[config.mk]
export PLATFORM = sky130hd
export DESIGN_NAME = line_length
export DESIGN_NICKNAME = d
export VERILOG_FILES = /design/src/rtl/eeg_feat_pkg.sv /design/src/rtl/ll_delay_line.sv /design/src/rtl/line_length.sv
export SDC_FILE = /design/constraint.sdc
export NUM_CORES = 2
export LEC_CHECK = 0
export CORE_MARGIN = 4
export CORE_UTILIZATION = 45
export CTS_CLUSTER_SIZE = 28
export DETAILED_ROUTE_END_ITERATION = 6
export SLEW_MARGIN = 5
export SYNTH_ARGS = -nofsm -noshare
export SYNTH_HDL_FRONTEND = slang
export SYNTH_HIERARCHICAL = 1
export SYNTH_SLANG_ARGS = --single-unit
[constraint.sdc]
create_clock -name clk -period 39.2 [get_ports clk]
set_input_delay 5.88 -clock clk [delete_from_list [all_inputs] [get_ports clk]]
set_output_delay 5.88 -clock clk [all_outputs]
set_load 0.01 [all_outputs]
[src/rtl/eeg_feat_pkg.sv]
// Shared constants and FSM state type for the EEG feature-extraction stages.
package eeg_feat_pkg;

  localparam int unsigned DATA_W  = 16;
  localparam int unsigned WIN_LEN = 250;
  localparam int unsigned PTR_W   = 8;
  localparam int unsigned DIFF_W  = 16;
  localparam int unsigned SUM_W   = 25;

  typedef enum logic [1:0] {
    PRIME = 2'd0,
    FILL  = 2'd1,
    RUN   = 2'd2
  } state_e;

endpackage

[src/rtl/ll_delay_line.sv]
// Circular buffer of |difference| values: combinational read, synchronous write.
// A read and a write to the same address in one cycle returns the old entry.
module ll_delay_line #(
  parameter int unsigned DIFF_W  = 16,
  parameter int unsigned WIN_LEN = 250,
  parameter int unsigned PTR_W   = 8
) (
  input  logic              clk,
  input  logic              we_i,
  input  logic [PTR_W-1:0]  wr_addr_i,
  input  logic [DIFF_W-1:0] wr_data_i,
  input  logic [PTR_W-1:0]  rd_addr_i,
  output logic [DIFF_W-1:0] rd_data_c_o
);

  // Storage is intentionally not reset; the owner masks stale entries by state.
  logic [DIFF_W-1:0] mem_q [WIN_LEN];

  // Write port.
  always_ff @(posedge clk) begin
    if (we_i) begin
      mem_q[wr_addr_i] <= wr_data_i;
    end
  end

  assign rd_data_c_o = mem_q[rd_addr_i];

endmodule

[src/rtl/line_length.sv]
// Line-length feature: running sum of |x[n]-x[n-1]| over a sliding WIN_LEN window.
module line_length #(
  parameter int unsigned DATA_W  = eeg_feat_pkg::DATA_W,
  parameter int unsigned WIN_LEN = eeg_feat_pkg::WIN_LEN,
  parameter int unsigned PTR_W   = eeg_feat_pkg::PTR_W,
  parameter int unsigned DIFF_W  = eeg_feat_pkg::DIFF_W,
  parameter int unsigned SUM_W   = eeg_feat_pkg::SUM_W
) (
  input  logic              clk,
  input  logic              rst,
  input  logic              en,
  input  logic [DATA_W-1:0] din,
  input  logic              din_valid,
  output logic [SUM_W-1:0]  dout,
  output logic              dout_valid,
  output logic              win_full
);

  import eeg_feat_pkg::*;

  state_e             state_q, state_d;
  logic [DATA_W-1:0]  prev_q, prev_d;
  logic [PTR_W-1:0]   wr_ptr_q, wr_ptr_d;
  logic [PTR_W-1:0]   fill_cnt_q, fill_cnt_d;
  logic [SUM_W-1:0]   sum_q, sum_d;
  logic [SUM_W-1:0]   dout_q, dout_d;
  logic               dout_valid_q, dout_valid_d;
  logic               win_full_q, win_full_d;

  logic                accept_c;
  logic                we_c;
  logic signed [DATA_W:0] diff_c;
  logic signed [DATA_W:0] mag_c;
  logic [DIFF_W-1:0]   d_c;
  logic [DIFF_W-1:0]   old_c;
  logic [DIFF_W-1:0]   sub_c;
  logic [SUM_W-1:0]    sum_upd_c;
  logic [PTR_W-1:0]    ptr_inc_c;

  // en is active-low: a sample is taken only when strobed and enabled.
  assign accept_c = din_valid & ~en;

  // Absolute difference formed one bit wider than the samples so it cannot overflow.
  assign diff_c = $signed({din[DATA_W-1], din}) - $signed({prev_q[DATA_W-1], prev_q});
  assign mag_c  = diff_c[DATA_W] ? -diff_c : diff_c;
  assign d_c    = DIFF_W'($unsigned(mag_c));

  // Single add/subtract: the evicted entry is only subtracted once the window is full.
  assign sub_c     = (state_q == RUN) ? old_c : '0;
  assign sum_upd_c = sum_q + SUM_W'(d_c) - SUM_W'(sub_c);

  // Explicit wrap so WIN_LEN need not be a power of two.
  assign ptr_inc_c = (wr_ptr_q == PTR_W'(WIN_LEN - 1)) ? '0 : wr_ptr_q + PTR_W'(1);

  ll_delay_line #(
    .DIFF_W  (DIFF_W),
    .WIN_LEN (WIN_LEN),
    .PTR_W   (PTR_W)
  ) u_line (
    .clk         (clk),
    .we_i        (we_c),
    .wr_addr_i   (wr_ptr_q),
    .wr_data_i   (d_c),
    .rd_addr_i   (wr_ptr_q),
    .rd_data_c_o (old_c)
  );

  // Next-state and datapath control; everything holds unless a sample is accepted.
  always_comb begin
    state_d      = state_q;
    prev_d       = prev_q;
    wr_ptr_d     = wr_ptr_q;
    fill_cnt_d   = fill_cnt_q;
    sum_d        = sum_q;
    dout_d       = dout_q;
    dout_valid_d = 1'b0;
    win_full_d   = win_full_q;
    we_c         = 1'b0;
    if (accept_c) begin
      unique case (state_q)
        PRIME: begin
          prev_d  = din;
          state_d = FILL;
        end
        FILL: begin
          prev_d     = din;
          we_c       = 1'b1;
          sum_d      = sum_upd_c;
          wr_ptr_d   = ptr_inc_c;
          fill_cnt_d = fill_cnt_q + PTR_W'(1);
          if (fill_cnt_q == PTR_W'(WIN_LEN - 1)) begin
            state_d      = RUN;
            win_full_d   = 1'b1;
            dout_valid_d = 1'b1;
            dout_d       = sum_upd_c;
          end
        end
        RUN: begin
          prev_d       = din;
          we_c         = 1'b1;
          sum_d        = sum_upd_c;
          wr_ptr_d     = ptr_inc_c;
          dout_valid_d = 1'b1;
          dout_d       = sum_upd_c;
        end
        default: begin
          state_d = PRIME;
        end
      endcase
    end
  end

  // State and output registers with asynchronous active-low clear.
  always_ff @(posedge clk or negedge rst) begin
    if (!rst) begin
      state_q      <= PRIME;
      prev_q       <= '0;
      wr_ptr_q     <= '0;
      fill_cnt_q   <= '0;
      sum_q        <= '0;
      dout_q       <= '0;
      dout_valid_q <= 1'b0;
      win_full_q   <= 1'b0;
    end else begin
      state_q      <= state_d;
      prev_q       <= prev_d;
      wr_ptr_q     <= wr_ptr_d;
      fill_cnt_q   <= fill_cnt_d;
      sum_q        <= sum_d;
      dout_q       <= dout_d;
      dout_valid_q <= dout_valid_d;
      win_full_q   <= win_full_d;
    end
  end

  assign dout       = dout_q;
  assign dout_valid = dout_valid_q;
  assign win_full   = win_full_q;

endmodule

After elaboration in Yosys (flattened, before gate mapping) --
Memory sizes are Yosys's and may differ from the RTL's. Cells that the tools add are included.
Cells by class: multiplexer cells 14, bitwise operators 3, add/subtract/negate cells 6, equal/unequal tests 5, reductions and logical operators 10
Operator list (count):
- 25-bit case mux with 2 select lines | 1
- 16-bit 2-to-1 mux | 2
- 25-bit by 16-bit adder with 25-bit output | 1
- 25-bit 2-to-1 mux | 1
- 25-bit by 16-bit subtractor with 25-bit output | 1
- 16-bit by 16-bit subtractor with 17-bit output | 1
- 8-bit by 1-bit adder with 8-bit output (second input constant) | 2
- 8-bit equality test (second input constant) | 2
- 16-bit negator | 1
- 3-bit AND reduction | 3
- 8-bit 2-to-1 mux | 1
- 1-bit 2-to-1 mux | 6
- 2-bit case mux with 3 select lines | 1
- 2-bit AND reduction | 3
- 3-bit OR reduction | 1
- 2-bit by 1-bit equality test with 1-bit output (second input constant) | 1
- 2-bit equality test (second input constant) | 1
- 2-bit zero test | 1
- 2-bit 2-to-1 mux | 1
- 2-bit != test (second input constant) | 1
- 1-bit inverter | 2
- 1-bit case mux with 2 select lines | 1
- 2-bit nonzero test | 1
- 2-bit OR reduction | 1
- 1-bit bitwise AND | 1
Word-level totals: input bits 20, bits in writable memories 4000, register bits after elaboration 86, word-level logic and storage cells 47, output and inout bits 27, memories 1
Memory list:
- u_line.mem_q | depth 250, bits a word 16, read ports 1, clocked after Yosys merged registers in 0, write ports 1, line ll_delay_line.sv:17 | logic [DIFF_W-1:0] mem_q [WIN_LEN];

Depth between registers and ports, before layout --
word-level depth 7, mapped depth 26, mapped depth without buffers 22

By module --
The synthesis kept the hierarchy.
By module, submodules not included:
- ll_delay_line | cells each 6860, sequential area each 120115.2 sq um, times used 1, area each 154167.9 sq um
- line_length | cells each 783, sequential area each 2152.1 sq um, times used 1, area each 6799.0 sq um

Worst setup path after synthesis --
OpenSTA, ideal clock, no wires.
kind in2reg, from in din[0], to reg sum_q[23], path buffers 1, arrival time 20.690 ns, setup time 0.134 ns, cell stages on the path 21, data required time 39.066 ns, setup slack 18.376 ns, path through inv_1 > ha_1 > fa_1 > nor2b_1 > o31a_2 > o21ai_1 > o21ai_1 > o211ai_1 > a31o_2 > buf_2 > o21ai_0 > fa_1 > ha_1 > a21o_1 > a21oi_1 > o21a_1 > o21a_1 > or2_2 > a31oi_1 > mux2i_1 > o22ai_1
Between the ends: cells in the longest elaborated chain, start to end 5
RTL lines:
- start: declaration | line line_length.sv:12 | input logic [DATA_W-1:0] din,
- 16-bit by 16-bit subtractor with 17-bit output (*) | line line_length.sv:44 | assign diff_c = $signed({din[DATA_W-1], din}) - $signed({prev_q[DATA_W-1], prev_q});
- 16-bit negator | line line_length.sv:45 | assign mag_c = diff_c[DATA_W] ? -diff_c : diff_c;
- 16-bit 2-to-1 mux (*) | line line_length.sv:45
- via mag_c[1] | line line_length.sv:33 | logic signed [DATA_W:0] mag_c;
- 25-bit by 16-bit adder with 25-bit output (*) | line line_length.sv:50 | assign sum_upd_c = sum_q + SUM_W'(d_c) - SUM_W'(sub_c);
- 25-bit by 16-bit subtractor with 25-bit output (*) | line line_length.sv:50
- end signal: assignment | line line_length.sv:129 | sum_q <= sum_d;
- end: declaration | line line_length.sv:25 | logic [SUM_W-1:0] sum_q, sum_d;
The timed path passes the listed nets; every way through them passes the cells marked *. A chain may end at the register's enable or synchronous reset.

Worst setup path in the final report --
from in din[7], to reg sum_q[23]
Between the ends: cells in the longest elaborated chain, start to end 5
RTL lines (line):
- 16-bit by 16-bit subtractor with 17-bit output (*) | line_length.sv:44
- 16-bit negator | line_length.sv:45
- 16-bit 2-to-1 mux (*) | line_length.sv:45
- 25-bit by 16-bit adder with 25-bit output (*) | line_length.sv:50
- 25-bit by 16-bit subtractor with 25-bit output (*) | line_length.sv:50
Mark *: on every way between the ends. The rest lies on a longest branch, timed or not.

==> flow_summary_export.csv <==
group,metric,value,unit
status,status,"completed",
pwr,total_power,13500,uW
pwr,vdd_drop_max,0.0715,mV
finish,layout.nets,8182,
cts,htreeDepth,5,
cts,cts_buffers,419,
timing,skew,0.0787,ns
timing,fin_crit_sh,0.296,
critical_path,r2r_slack,29.16,ns
placed_design,routabilityCongestion,0.865,
route,drt_pass1_iterations,5,
synthesis,synth-adder-area-share,0.00600,
cts,root_buffer,"clkbuf_16",
finish,nFillCells,27900,
timing,fmax,86.1,MHz
synthesis,syn_area_per_cell,21.1,sq um
pwr,p_comb_frac,0.294,
floorplanning,io_pins,47,
synthesis,synth_top_family_by_area,"multiplexers",
synthesis,yosysWarningCount,6,
global_route,grtUsageTotal,0.238,
floorplanning,core-area,356000,sq um
hold_path,hold_class,"reg2reg",
synthesis,synth_flop_cell,"edfxtp_1",
route,drt-total-wl,441000,microns
synthesis,synth_edf_count,4000,
global_route,antenna_found_initial,29,
synthesis,synth_area_leaders,"edfxtp_1 75%, mux4_2 14%, dfrtp_1 1.3%",
global_route,grt_max_degree,187,
route,antenna_left,0,
pwr,internal-power,9200,uW
timing,drv_slew,0,
synthesis,yosys.area.top_type_share,0.746,
critical_path,crit_buf_inv,3,
synthesis,synthSimpleGateAreaFrac,0.0299,
global_route,grt_pass1_wl,626000,microns
pwr,swShare,0.318,
global_route,overflow,0,
synthesis,async_flop_share,0.0210,
synthesis,syn_inst,7643,
hold_path,hold_depth,1,
floorplanning,die_width,606,microns
synthesis,ys_ff_latch,4086,
synthesis,muxShareOfSynthArea,0.157,
finish,drive_gt1_frac,0.269,
pwr,power_density,74.0,nW/um^2
synthesis,synthXorXnorAreaFrac,0.00381,
finish,area_growth,13.2,%
critical_path,reg2regPathDepth,23,
pwr,clkPwrFrac,0.290,
route,wire_per_inst,33.4,microns
synthesis,synth.cell_area,161000,sq um
critical_path,critPathTopFamily,"simple AND/OR/NAND/NOR gates",
cts,post_cts_buffers,0,
floorplanning,initial_core_util,0.452,
pwr,leakage,0.0574,uW
synthesis,seq_area_frac_synth,0.760,
placed_design,io_buffers,46,
synthesis,synthMostInstantiatedCell,"edfxtp_1",
cts,clk_latency,0.98,ns
critical_path,crit_arrival,12.42,ns
finish,fin_area,182000,sq um
placed_design,placed_area,169000,sq um
critical_path,worstReg2RegEnd,"sum_q[22]",
critical_path,slowest_stage,"ha_1",
placed_design,hpwl,258000,microns
floorplanning,rows,219,
critical_path,critical_path_class,"in2reg",
timing,finalSetupTns,0,ns
timing,setup_viol,0,
critical_path,crit_fanout,14,
cts,cts_buffer_depth,4,
critical_path,reg2reg_from,"wr_ptr_q[0]",
synthesis,netlist_top_cells_count,"4,000 x edfxtp_1, 1,030 x mux4_2, 410 x nand2_1, 344 x nor2_1, 167 x mux2i_1",
global_route,grt_pass1_vias,81400,
critical_path,crit_chain,"clkdlybuf4s50_1 > ha_1 > nand4_1 > a211o_1 > and3_1 > a311oi_4 > nand2_4 > nor4_4 > a41oi_2 > xor3_1 > fa_1 > inv_1 > ha_1 > and4_1 > inv_1 > or4_1 > or2_2 > a31oi_1 > mux2i_1 > o22ai_1",
timing,hold_violations,0,
synthesis,syn_nets,7730,
pwr,p_switching,4280,uW
synthesis,synth_cell_types,89,
route,via_per_inst,6.21,
synthesis,synth_compound_area_frac,0.0256,
timing,worstMarginPinSlew,1.41,ns
timing,maxSlewHeadroom,0.0552,
cts,clock_sinks,4086,
route,drc_errors,0,
cts,path_clk_slew,0.06,ns
cts,cts_tree,"yes",
critical_path,cp-end-kind,"register",
floorplanning,die_h,606,microns
job,max-cap-violations,0,
critical_path,cp.required,40.00,ns
synthesis,synth_top_cell_by_area,"edfxtp_1",
route,num_vias,82000,
route,drt_iter0_drc,10600,
timing,rsz0062_at_grt,"false",
pwr,seq_power_share,0.416,
critical_path,max_stage_delay,0.62,ns
critical_path,worstSetupStartpointType,"primary input",
cts,post_cts_resized,0,
timing,period_needed,11.62,ns
hold_path,worstHoldEndpoint,"win_full",
cts,cts_hold_buffers,0,
floorplanning,fp.dieArea,367000,sq um
hold_path,min-delay-start,"win_full",
## cells by family (layout without fill, tap and decap cells)
logic type,after synthesis,in the layout
DFF,4086,4086
muxes,1228,1228
and+or+nand+nor,1079,1079
AOI/OAI and AO/OA,615,615
buffers and inverters,506,1310
adders and majority gates,67,67
xor gates and xnor gates,62,62
other,0,16
## registers in the layout (all words and copies together), names as in the netlist
register / count
prev_q: 16
dout: 25
sum_q: 25
win_full: 1
wr_ptr_q: 8
state_q: 2
fill_cnt_q: 8
dout_valid: 1
u_line/mem_q: 4000
## through the flow
step                hold slack [ns]  cells  setup slack, ns   util
CTS                           0.468  13200            27.66  0.512
global route                  0.499  13200            27.12  0.512
floorplan                     0.442   7643            18.38      -
global placement              0.442  12400            26.68  0.474
finish                        0.469  13200            27.58  0.512
detailed placement            0.455  12400            26.64  0.474
## area by class of cell
type | count | area [sq um] | share of cell area
antenna | 16 | 40.0 | 0.000220
clock inverter | 251 | 2360 | 0.0129
inverter | 91 | 369 | 0.00203
timing repair buffer | 446 | 3640 | 0.0200
tap | 4751 | 5940 | 0.0326
clock buffer | 522 | 11100 | 0.0607
sequential | 4086 | 122000 | 0.671
multi-input combinational | 3051 | 36400 | 0.200
## worst max-delay path by stage
stage / slack, ns / from / endpoint / cells after the start
after detailed placement: 26.64 / din[7] / sum_q[23] / 20
final: 27.58 / din[7] / sum_q[23] / 20
after floorplan: 18.38 / din[0] / sum_q[23] / 21
after CTS: 27.66 / din[7] / sum_q[23] / 20
after global routing: 27.12 / din[7] / sum_q[23] / 20
after global placement: 26.68 / din[7] / sum_q[23] / 20
## routing by layer
metal  wire length (microns)  track usage
met1                  175000        0.342
met2                  206000        0.369
met3                   42800       0.0516
met4                   16100       0.0765
met5                      96            0
## layout by cell type (no fill, tap or decap), types with 82 or more instances in the layout
cell	n
edfxtp_1	4000
mux4_2	1030
clkbuf_16	426
nand2_1	409
buf_4	387
nor2_1	189
mux2i_1	167
nor2_2	153
o21ai_0	118
clkinv_2	94
clkbuf_1	92
o22ai_1	90
a21oi_1	88
inv_1	85
clkinv_1	82
## power by group through the flow
stage,registers (uW),clock network (uW),logic [uW]
after floorplan,5970,0,2610
after global placement,5690,0,3920
after detailed placement,5690,0,4000
after CTS,5600,3980,4000
after global routing,5610,4170,4220
final,5610,3910,3960
No activity file was read; power rests on OpenSTA's default activity.
